$ cat src/rtl/seg_scan_driver.sv
// Four-digit multiplexed 7-segment scan driver with anti-ghosting blanking,
// PWM brightness and leading-zero suppression. Outputs are registered, active-low.
module seg_scan_driver #(
    parameter int unsigned BLANK_CYCLES = 16,
    parameter int unsigned LIT_CYCLES   = 64
) (
    input  logic       CLK,
    input  logic       RST,
    input  logic [3:0] BCD,
    input  logic [3:0] an_i,
    input  logic       digit_valid,
    input  logic       lz_en,
    input  logic [2:0] brightness,
    output logic [6:0] seg,
    output logic [3:0] an,
    output logic       dp
);

    localparam logic [0:0]  ST_BLANK   = 1'b0;
    localparam logic [0:0]  ST_LIT     = 1'b1;
    localparam logic [11:0] BLANK_LAST = 12'(BLANK_CYCLES - 1);
    localparam logic [11:0] LIT_LAST   = 12'(LIT_CYCLES - 1);
    localparam logic [6:0]  SEG_OFF    = 7'h7F;
    localparam logic [3:0]  AN_OFF     = 4'hF;
    localparam logic [3:0]  CODE_MINUS = 4'hA;

    logic [3:0]  mem_q [4];
    logic [3:0]  mem_d [4];
    logic [0:0]  state_q, state_d;
    logic [1:0]  ptr_q, ptr_d;
    logic [11:0] cnt_q, cnt_d;
    logic [2:0]  pwm_q, pwm_d;
    logic [6:0]  seg_q, seg_d;
    logic [3:0]  an_q, an_d;

    logic [3:0] cur_code;
    logic       supp_2, supp_1, slot_on;

    function automatic logic [6:0] decode(input logic [3:0] code);
        case (code)
            4'h0:    decode = 7'h40;
            4'h1:    decode = 7'h79;
            4'h2:    decode = 7'h24;
            4'h3:    decode = 7'h30;
            4'h4:    decode = 7'h19;
            4'h5:    decode = 7'h12;
            4'h6:    decode = 7'h02;
            4'h7:    decode = 7'h78;
            4'h8:    decode = 7'h00;
            4'h9:    decode = 7'h10;
            4'hA:    decode = 7'h3F;
            default: decode = SEG_OFF;
        endcase
    endfunction

    // NOTE: every always_comb output gets a default first so no path can infer a latch.
    always_comb begin
        mem_d = mem_q;
        if (digit_valid) begin
            case (an_i)
                4'b1110: mem_d[0] = BCD;
                4'b1101: mem_d[1] = BCD;
                4'b1011: mem_d[2] = BCD;
                4'b0111: mem_d[3] = BCD;
                default: ;
            endcase
        end

        state_d = state_q;
        ptr_d   = ptr_q;
        cnt_d   = cnt_q + 12'd1;
        pwm_d   = pwm_q;
        if (state_q == ST_BLANK) begin
            if (cnt_q == BLANK_LAST) begin
                state_d = ST_LIT;
                cnt_d   = 12'd0;
                pwm_d   = 3'd0;
            end
        end else begin
            pwm_d = pwm_q + 3'd1;
            if (cnt_q == LIT_LAST) begin
                state_d = ST_BLANK;
                cnt_d   = 12'd0;
                ptr_d   = ptr_q + 2'd1;
            end
        end

        // Slot 1 is only dropped when the hundreds digit is also dropped.
        cur_code = mem_q[ptr_q];
        supp_2   = lz_en && (mem_q[2] == 4'h0);
        supp_1   = supp_2 && (mem_q[1] == 4'h0);
        case (ptr_q)
            2'd3:    slot_on = (cur_code == CODE_MINUS);
            2'd2:    slot_on = (cur_code <= CODE_MINUS) && !supp_2;
            2'd1:    slot_on = (cur_code <= CODE_MINUS) && !supp_1;
            default: slot_on = (cur_code <= CODE_MINUS);
        endcase

        seg_d = SEG_OFF;
        an_d  = AN_OFF;
        if ((state_q == ST_LIT) && (pwm_q <= brightness) && slot_on) begin
            seg_d = decode(cur_code);
            an_d  = ~(4'b0001 << ptr_q);
        end
    end

    // NOTE: the digit memory is only four nibbles and has defined reset contents, so it is reset like any other flop.
    always_ff @(posedge CLK) begin
        if (RST) begin
            mem_q[0] <= 4'h0;
            mem_q[1] <= 4'h0;
            mem_q[2] <= 4'h0;
            mem_q[3] <= 4'hF;
            state_q  <= ST_BLANK;
            ptr_q    <= 2'd0;
            cnt_q    <= 12'd0;
            pwm_q    <= 3'd0;
            seg_q    <= SEG_OFF;
            an_q     <= AN_OFF;
        end else begin
            mem_q    <= mem_d;
            state_q  <= state_d;
            ptr_q    <= ptr_d;
            cnt_q    <= cnt_d;
            pwm_q    <= pwm_d;
            seg_q    <= seg_d;
            an_q     <= an_d;
        end
    end

    assign seg = seg_q;
    assign an  = an_q;
    assign dp  = 1'b1;

endmodule
$ cat config.mk
export PLATFORM = sky130hd
export DESIGN_NAME = seg_scan_driver
export DESIGN_NICKNAME = d
export VERILOG_FILES = /design/src/rtl/seg_scan_driver.sv
export SDC_FILE = /design/constraint.sdc
export NUM_CORES = 1
export LEC_CHECK = 0
export CAP_MARGIN = 0
export CELL_PAD_IN_SITES_DETAIL_PLACEMENT = 1
export CELL_PAD_IN_SITES_GLOBAL_PLACEMENT = 1
export CORE_UTILIZATION = 43
export DETAILED_ROUTE_END_ITERATION = 16
export MAX_ROUTING_LAYER = met4
export PLACE_DENSITY_LB_ADDON = 0.1
export SYNTH_ARGS = -nofsm -noshare
export SYNTH_HDL_FRONTEND = slang
export SYNTH_SLANG_ARGS = --single-unit
export TNS_END_PERCENT = 50
$ cat constraint.sdc
create_clock -name CLK -period 2.7 [get_ports CLK]
set_clock_uncertainty 0.15 [all_clocks]
set_input_delay 0.54 -clock CLK [delete_from_list [all_inputs] [get_ports CLK]]
set_output_delay 0.54 -clock CLK [all_outputs]
set_load 0.05 [all_outputs]
==> results of run 1 <==
[stage by stage]
step	total power, W	cell area, µm²	hold slack (ps)	cells
final	0.00115	2590	293	318
after global routing	0.00120	2590	334	318
after CTS	0.00117	2590	299	318
after detailed placement	0.000764	2510	287	310
after global placement	0.000763	2510	281	310
after floorplan	0.000731	2200	263	220
[placed cells by master, fill, tap and decap left out, drive strengths merged, types with 8 or more instances in the layout]
cell            n
nand2          11
nor2           33
inv            12
mux2i          20
clkdlybuf4s50  25
dfxtp          45
ha             15
clkbuf          8
[power breakdown]
part           internal, W  total [W]  switching (W)
Clock             0.000184   0.000399       0.000215
Sequential        0.000670   0.000675     0.00000484
Combinational    0.0000367  0.0000724      0.0000357
Total             0.000891    0.00115       0.000255
[Yosys cell counts, types with 2 or more instances]
library cell	number	area, µm²
dfxtp_1	45	901
nor2_1	33	124
mux2i_1	20	200
ha_1	15	188
inv_1	12	45.0
nand2_1	11	41.3
and3_1	6	37.5
nand3_1	6	30.0
xnor2_1	6	52.6
xor2_1	6	52.6
a211o_1	5	43.8
o21ai_0	5	25.0
buf_6	4	45.0
nor2b_1	4	25.0
a31oi_1	3	18.8
nand4_1	3	18.8
nor3_1	3	15.0
nor3b_2	3	37.5
o2111ai_1	3	26.3
a211oi_1	2	15.0
clkbuf_1	2	7.51
mux2_2	2	22.5
mux4_2	2	45.0
[worst reg2reg max path: stages, from the launching register on]
cell	delay, ps
dfxtp_1	400
mux4_1	640
inv_1	160
ha_1	220
inv_1	90
a21oi_4	120
o22ai_2	120
a21boi_4	260
o211ai_2	110
[layout make-up]
cell class              instances  area [µm²]
well taps                      67        83.8
inverters                      12        45.0
clock buffers                   8        80.1
fillers                       576        2220
flip-flops and latches         45         901
multi-input cells             155        1190
repair buffers                 31         295
[metal layers]
layer	vias to the layer above	GRT usage (%)	wire, µm
li1	828	-	-
met1	755	25.4	2240
met2	24	28.0	1960
met3	4	4.80	149
met4	0	7.05	45
met5	-	-	0
[state kept, by name, indices dropped and copies added (netlist names)]
name     count
mem_q       16
cnt_q       12
ptr_q        2
state_q      1
pwm_q        3
an           4
seg          7
[path summary, 6_finish.rpt]
path,from,to,cells past startpoint
max,ptr_q[0]$_SDFFE_PP0P_,seg[1]$_SDFF_PP1_,8
min,cnt_q[0]$_SDFF_PP0_,cnt_q[0]$_SDFF_PP0_,1
max reg2reg,ptr_q[0]$_SDFFE_PP0P_,seg[1]$_SDFF_PP1_,8
min reg2reg,cnt_q[0]$_SDFF_PP0_,cnt_q[0]$_SDFF_PP0_,1
[cell families after synthesis]
group | share of synthesized area, %
other cells | 0.170
simple gates | 16.3
mux | 13.4
buf+inv | 5.01
compound gates | 10.9
flops | 41.0
xor+xnor | 4.78
fa+ha+maj | 8.53
==> out/results.ini, run 1 <==
[floorplanning]
die_y_um = 73.5
ios = 27
die_area_um2 = 5410
chipWidth_um = 73.5
rows = 25
core_um2 = 4820
initial_core_util_pct = 45.7

[placed_design]
dp_slack_ps = 19.5
dpl.hpwl_um = 3340
place.gp.congestion = 0.745
io_buffers = 25

[clock_tree]
cts.reportedPaths.clkPinSlew_ps = 80
numCtsBuffers = 5
hold_buffers = 0
cts_resized = 0
tritoncts = yes
cts_max_path_buffers = 2
clk_latency_ps = 290
post_cts_buffers = 0
cts_max_level = 2
cts_sinks = 45
cts_root_buf = clkbuf_8

[sta]
max_freq_ghz = 0.418
worst_slack_ps = 306
setup_viol = 0
setup_tns_ps = 0
min_period_over_period_pct = 88.7
rsz0062_at_grt = false
tightestPinTransition_ps = 596
period_needed_ps = 2390
slew_headroom_pct = 60.1
hold_violations = 0
maxSlewViolCount = 0

[min_path]
min_path_type = reg2reg

[worst_setup_path]
critPathBufInv = 2
crit_required_ps = 2730
path_class = reg2reg
max_stage_delay_ps = 640
slowest_stage = mux4_1
crit_path_cell_trace = mux4_1, inv_1, ha_1, inv_1, a21oi_4, o22ai_2, a21boi_4, o211ai_2
rrSetupSlack_ps = 310
critical_path_arrival_ps = 2420
critPathMostFrequentCell = inv_1
cp-start-kind = flip-flop
crit_path_max_fanout = 7
critical-path-top-delay-family = multiplexers
crit_path_end_kind = flip-flop

[pwr]
peakVddDrop_v = 0.000366
p_leak_nw = 0.945
p_per_area_nw_per_um2 = 442

[logic_synthesis]
synthArstFlopShare_pct = 0
ys_ff_latch = 45
synth-edff-count = 0
synth-seq-area-share_pct = 41.0
postSynthCellCount = 220
synth.cell_area_um2 = 2200
syn-num-nets = 250
syn_area_per_cell_um2 = 10.0
ys.flop_type = dfxtp_1
yosys_warnings = 0
synth_cell_types = 42

[finish]
area_growth_pct = 17.9
nets = 280
finish.utilization_pct = 53.8
drive_gt1_share_pct = 9.16
diodes = 0

[routing]
via_per_inst = 5.07
antenna_left = 0
drcViolationCount = 0
first_pass_iters = 4
routedWlPerCell_um = 13.8
wirelength_um = 4390
vias = 1611
drt-initial-drc-count = 70

[job]
maxCapViolCount = 0

[global_route]
grt_use_total_pct = 19.1
grt_start_max_net_pins = 25
grt-ovfl-total = 0
antenna_found_initial = 0
grt_pass1_vias = 1586
grt_pass1_wl_um = 7530

[outcome]
outcome = complete, no violations

Note: power is estimated with default switching activity, not from simulation.
==> inputs of run 2 (changes only) <==
TNS_END_PERCENT = 30   (was 50)
==> results of run 2 <==
The final DEF is identical to that of run 1; final timing and power are the same.
==> inputs of run 3 (changes only) <==
CORE_UTILIZATION = 48   (was 43)
DONT_BUFFER_PORTS = 1   (was unset)
==> run 3 against run 2 <==
Effect of this change: sequential power is essentially flat; total power shrank 3.2%; critical path type unchanged; final cell count shrank 13%; first-iteration DRC count shrank 8.6%; wire length grew 6.4%; via count shrank 2.8%; fmax shrank 0.10%; worst setup slack lost 2.4 ps; sequential share of layout area grew 4.3 points; cell area shrank 11%; core utilization shrank 1.2 points; hold slack lost 130 ps.
==> out/results.ini, run 3 (same netlist as run 1, synthesis figures left out) <==
[global_route]
antenna_found_initial = 0
grt_start_max_net_pins = 26
grt_use_total_pct = 21.4
grt_pass1_wl_um = 7960
grt-ovfl-total = 0
grt_pass1_vias = 1655

[min_path]
min_path_type = in2reg
whs_endpoint = mem_q[4]$_SDFFE_PP0P_
worstHoldStart = RST
whs_path_depth = 1

[pwr]
p_per_area_nw_per_um2 = 480
peakVddDrop_v = 0.000326
p_int_w = 0.000873
p_leak_nw = 0.831
power_frac_clock_pct = 35.5
switching_share_pct = 21.3
combPwrFrac_pct = 3.7
pwr-share-seq_pct = 60.9
p_sw_w = 0.000237
total_power_w = 0.00111

[routing]
via_per_inst = 5.67
antenna_left = 0
drt-initial-drc-count = 64
routedWlPerCell_um = 16.9
drcViolationCount = 0
first_pass_iters = 4
wirelength_um = 4670
vias = 1566

[worst_setup_path]
r2r-start = ptr_q[0]$_SDFFE_PP0P_
crit_start = ptr_q[0]$_SDFFE_PP0P_
crit_required_ps = 2750
cp-start-kind = flip-flop
path_class = reg2reg
crit_path_end_kind = flip-flop
critical_path_arrival_ps = 2450
crit_path_max_fanout = 8
rrSetupSlack_ps = 300
reg2reg_depth = 8
rr_endpoint = seg[2]$_SDFF_PP1_

[clock_tree]
numCtsBuffers = 5
tritoncts = yes
cts_max_level = 2
cts_sinks = 45
cts_max_path_buffers = 2
cts.reportedPaths.clkPinSlew_ps = 80
cts_root_buf = clkbuf_8
cts_resized = 0
post_cts_buffers = 0
hold_buffers = 0
clk_latency_ps = 290

[finish]
top_register = mem_q
area_growth_pct = 5.01
final_cell_mix = dfxtp_1, nor2_1, mux2i_1
nets = 253
final_common_cell = dfxtp_1
drive_gt1_share_pct = 9.38
largest_register_ffs = 16
diodes = 0

[floorplanning]
rows = 24
ios = 27
initial_core_util_pct = 50.2
die_y_um = 69.7
die_area_um2 = 4860
chipWidth_um = 69.7
core_um2 = 4380

[job]
maxCapViolCount = 0

[placed_design]
dpl.hpwl_um = 3540
io_buffers = 0
place.gp.congestion = 0.923
dp_slack_ps = 376

[sta]
setup_tns_ps = 0
tightestPinTransition_ps = 674
hold_violations = 0
slew_headroom_pct = 53.8
max_freq_ghz = 0.417
worst_slack_ps = 303
maxSlewViolCount = 0
rsz0062_at_grt = false
min_period_over_period_pct = 88.8
setup_viol = 0
period_needed_ps = 2400

[outcome]
outcome = complete, no violations

-- run 3: layer usage --
metal	vias up	wire length (µm)	track usage (%)
li1	771	-	-
met1	766	1970	23.6
met2	25	2540	38.8
met3	4	147	5.23
met4	0	21	5.11
met5	-	0	-
-- run 3: worst max-delay path, cell delays in order, from the launching register on --
cell and delay [ps]:
dfxtp_1 360, buf_4 190, mux4_2 620, ha_1 270
inv_1 120, a21oi_4 60, o22ai_2 230, nand2_1 170
o2111ai_1 150
-- run 3: worst max path at each step --
stage	endpoint
floorplan	seg[1]$_SDFF_PP1_
global placement	seg[2]$_SDFF_PP1_
global route	seg[0]$_SDFF_PP1_
detailed placement	seg[2]$_SDFF_PP1_
finish	seg[2]$_SDFF_PP1_
CTS	seg[2]$_SDFF_PP1_
-- run 3: power by group through the flow --
stage	clock [W]	combinational [W]	sequential, W
floorplan	0	0.0000418	0.000689
finish	0.000393	0.0000407	0.000675
global route	0.000435	0.0000456	0.000676
global placement	0	0.0000384	0.000691
detailed placement	0	0.0000411	0.000691
CTS	0.000409	0.0000413	0.000676
-- run 3: cell type report --
type | count | area (µm²)
fillers | 494 | 2070
multi-input cells | 155 | 1190
flip-flops and latches | 45 | 901
clock buffers | 8 | 80.1
well taps | 52 | 65.1
inverters | 12 | 45.0
repair buffers | 4 | 30.0
-- run 3: stage by stage --
stage	hold slack, ps	util (%)	cells	instance area, µm²
2_1_floorplan	263	-	220	2200
3_3_place_gp	275	50.9	268	2230
3_5_place_dp	286	50.9	268	2230
4_1_cts	152	52.7	276	2310
5_1_grt	140	52.7	276	2310
6_report	166	52.7	276	2310
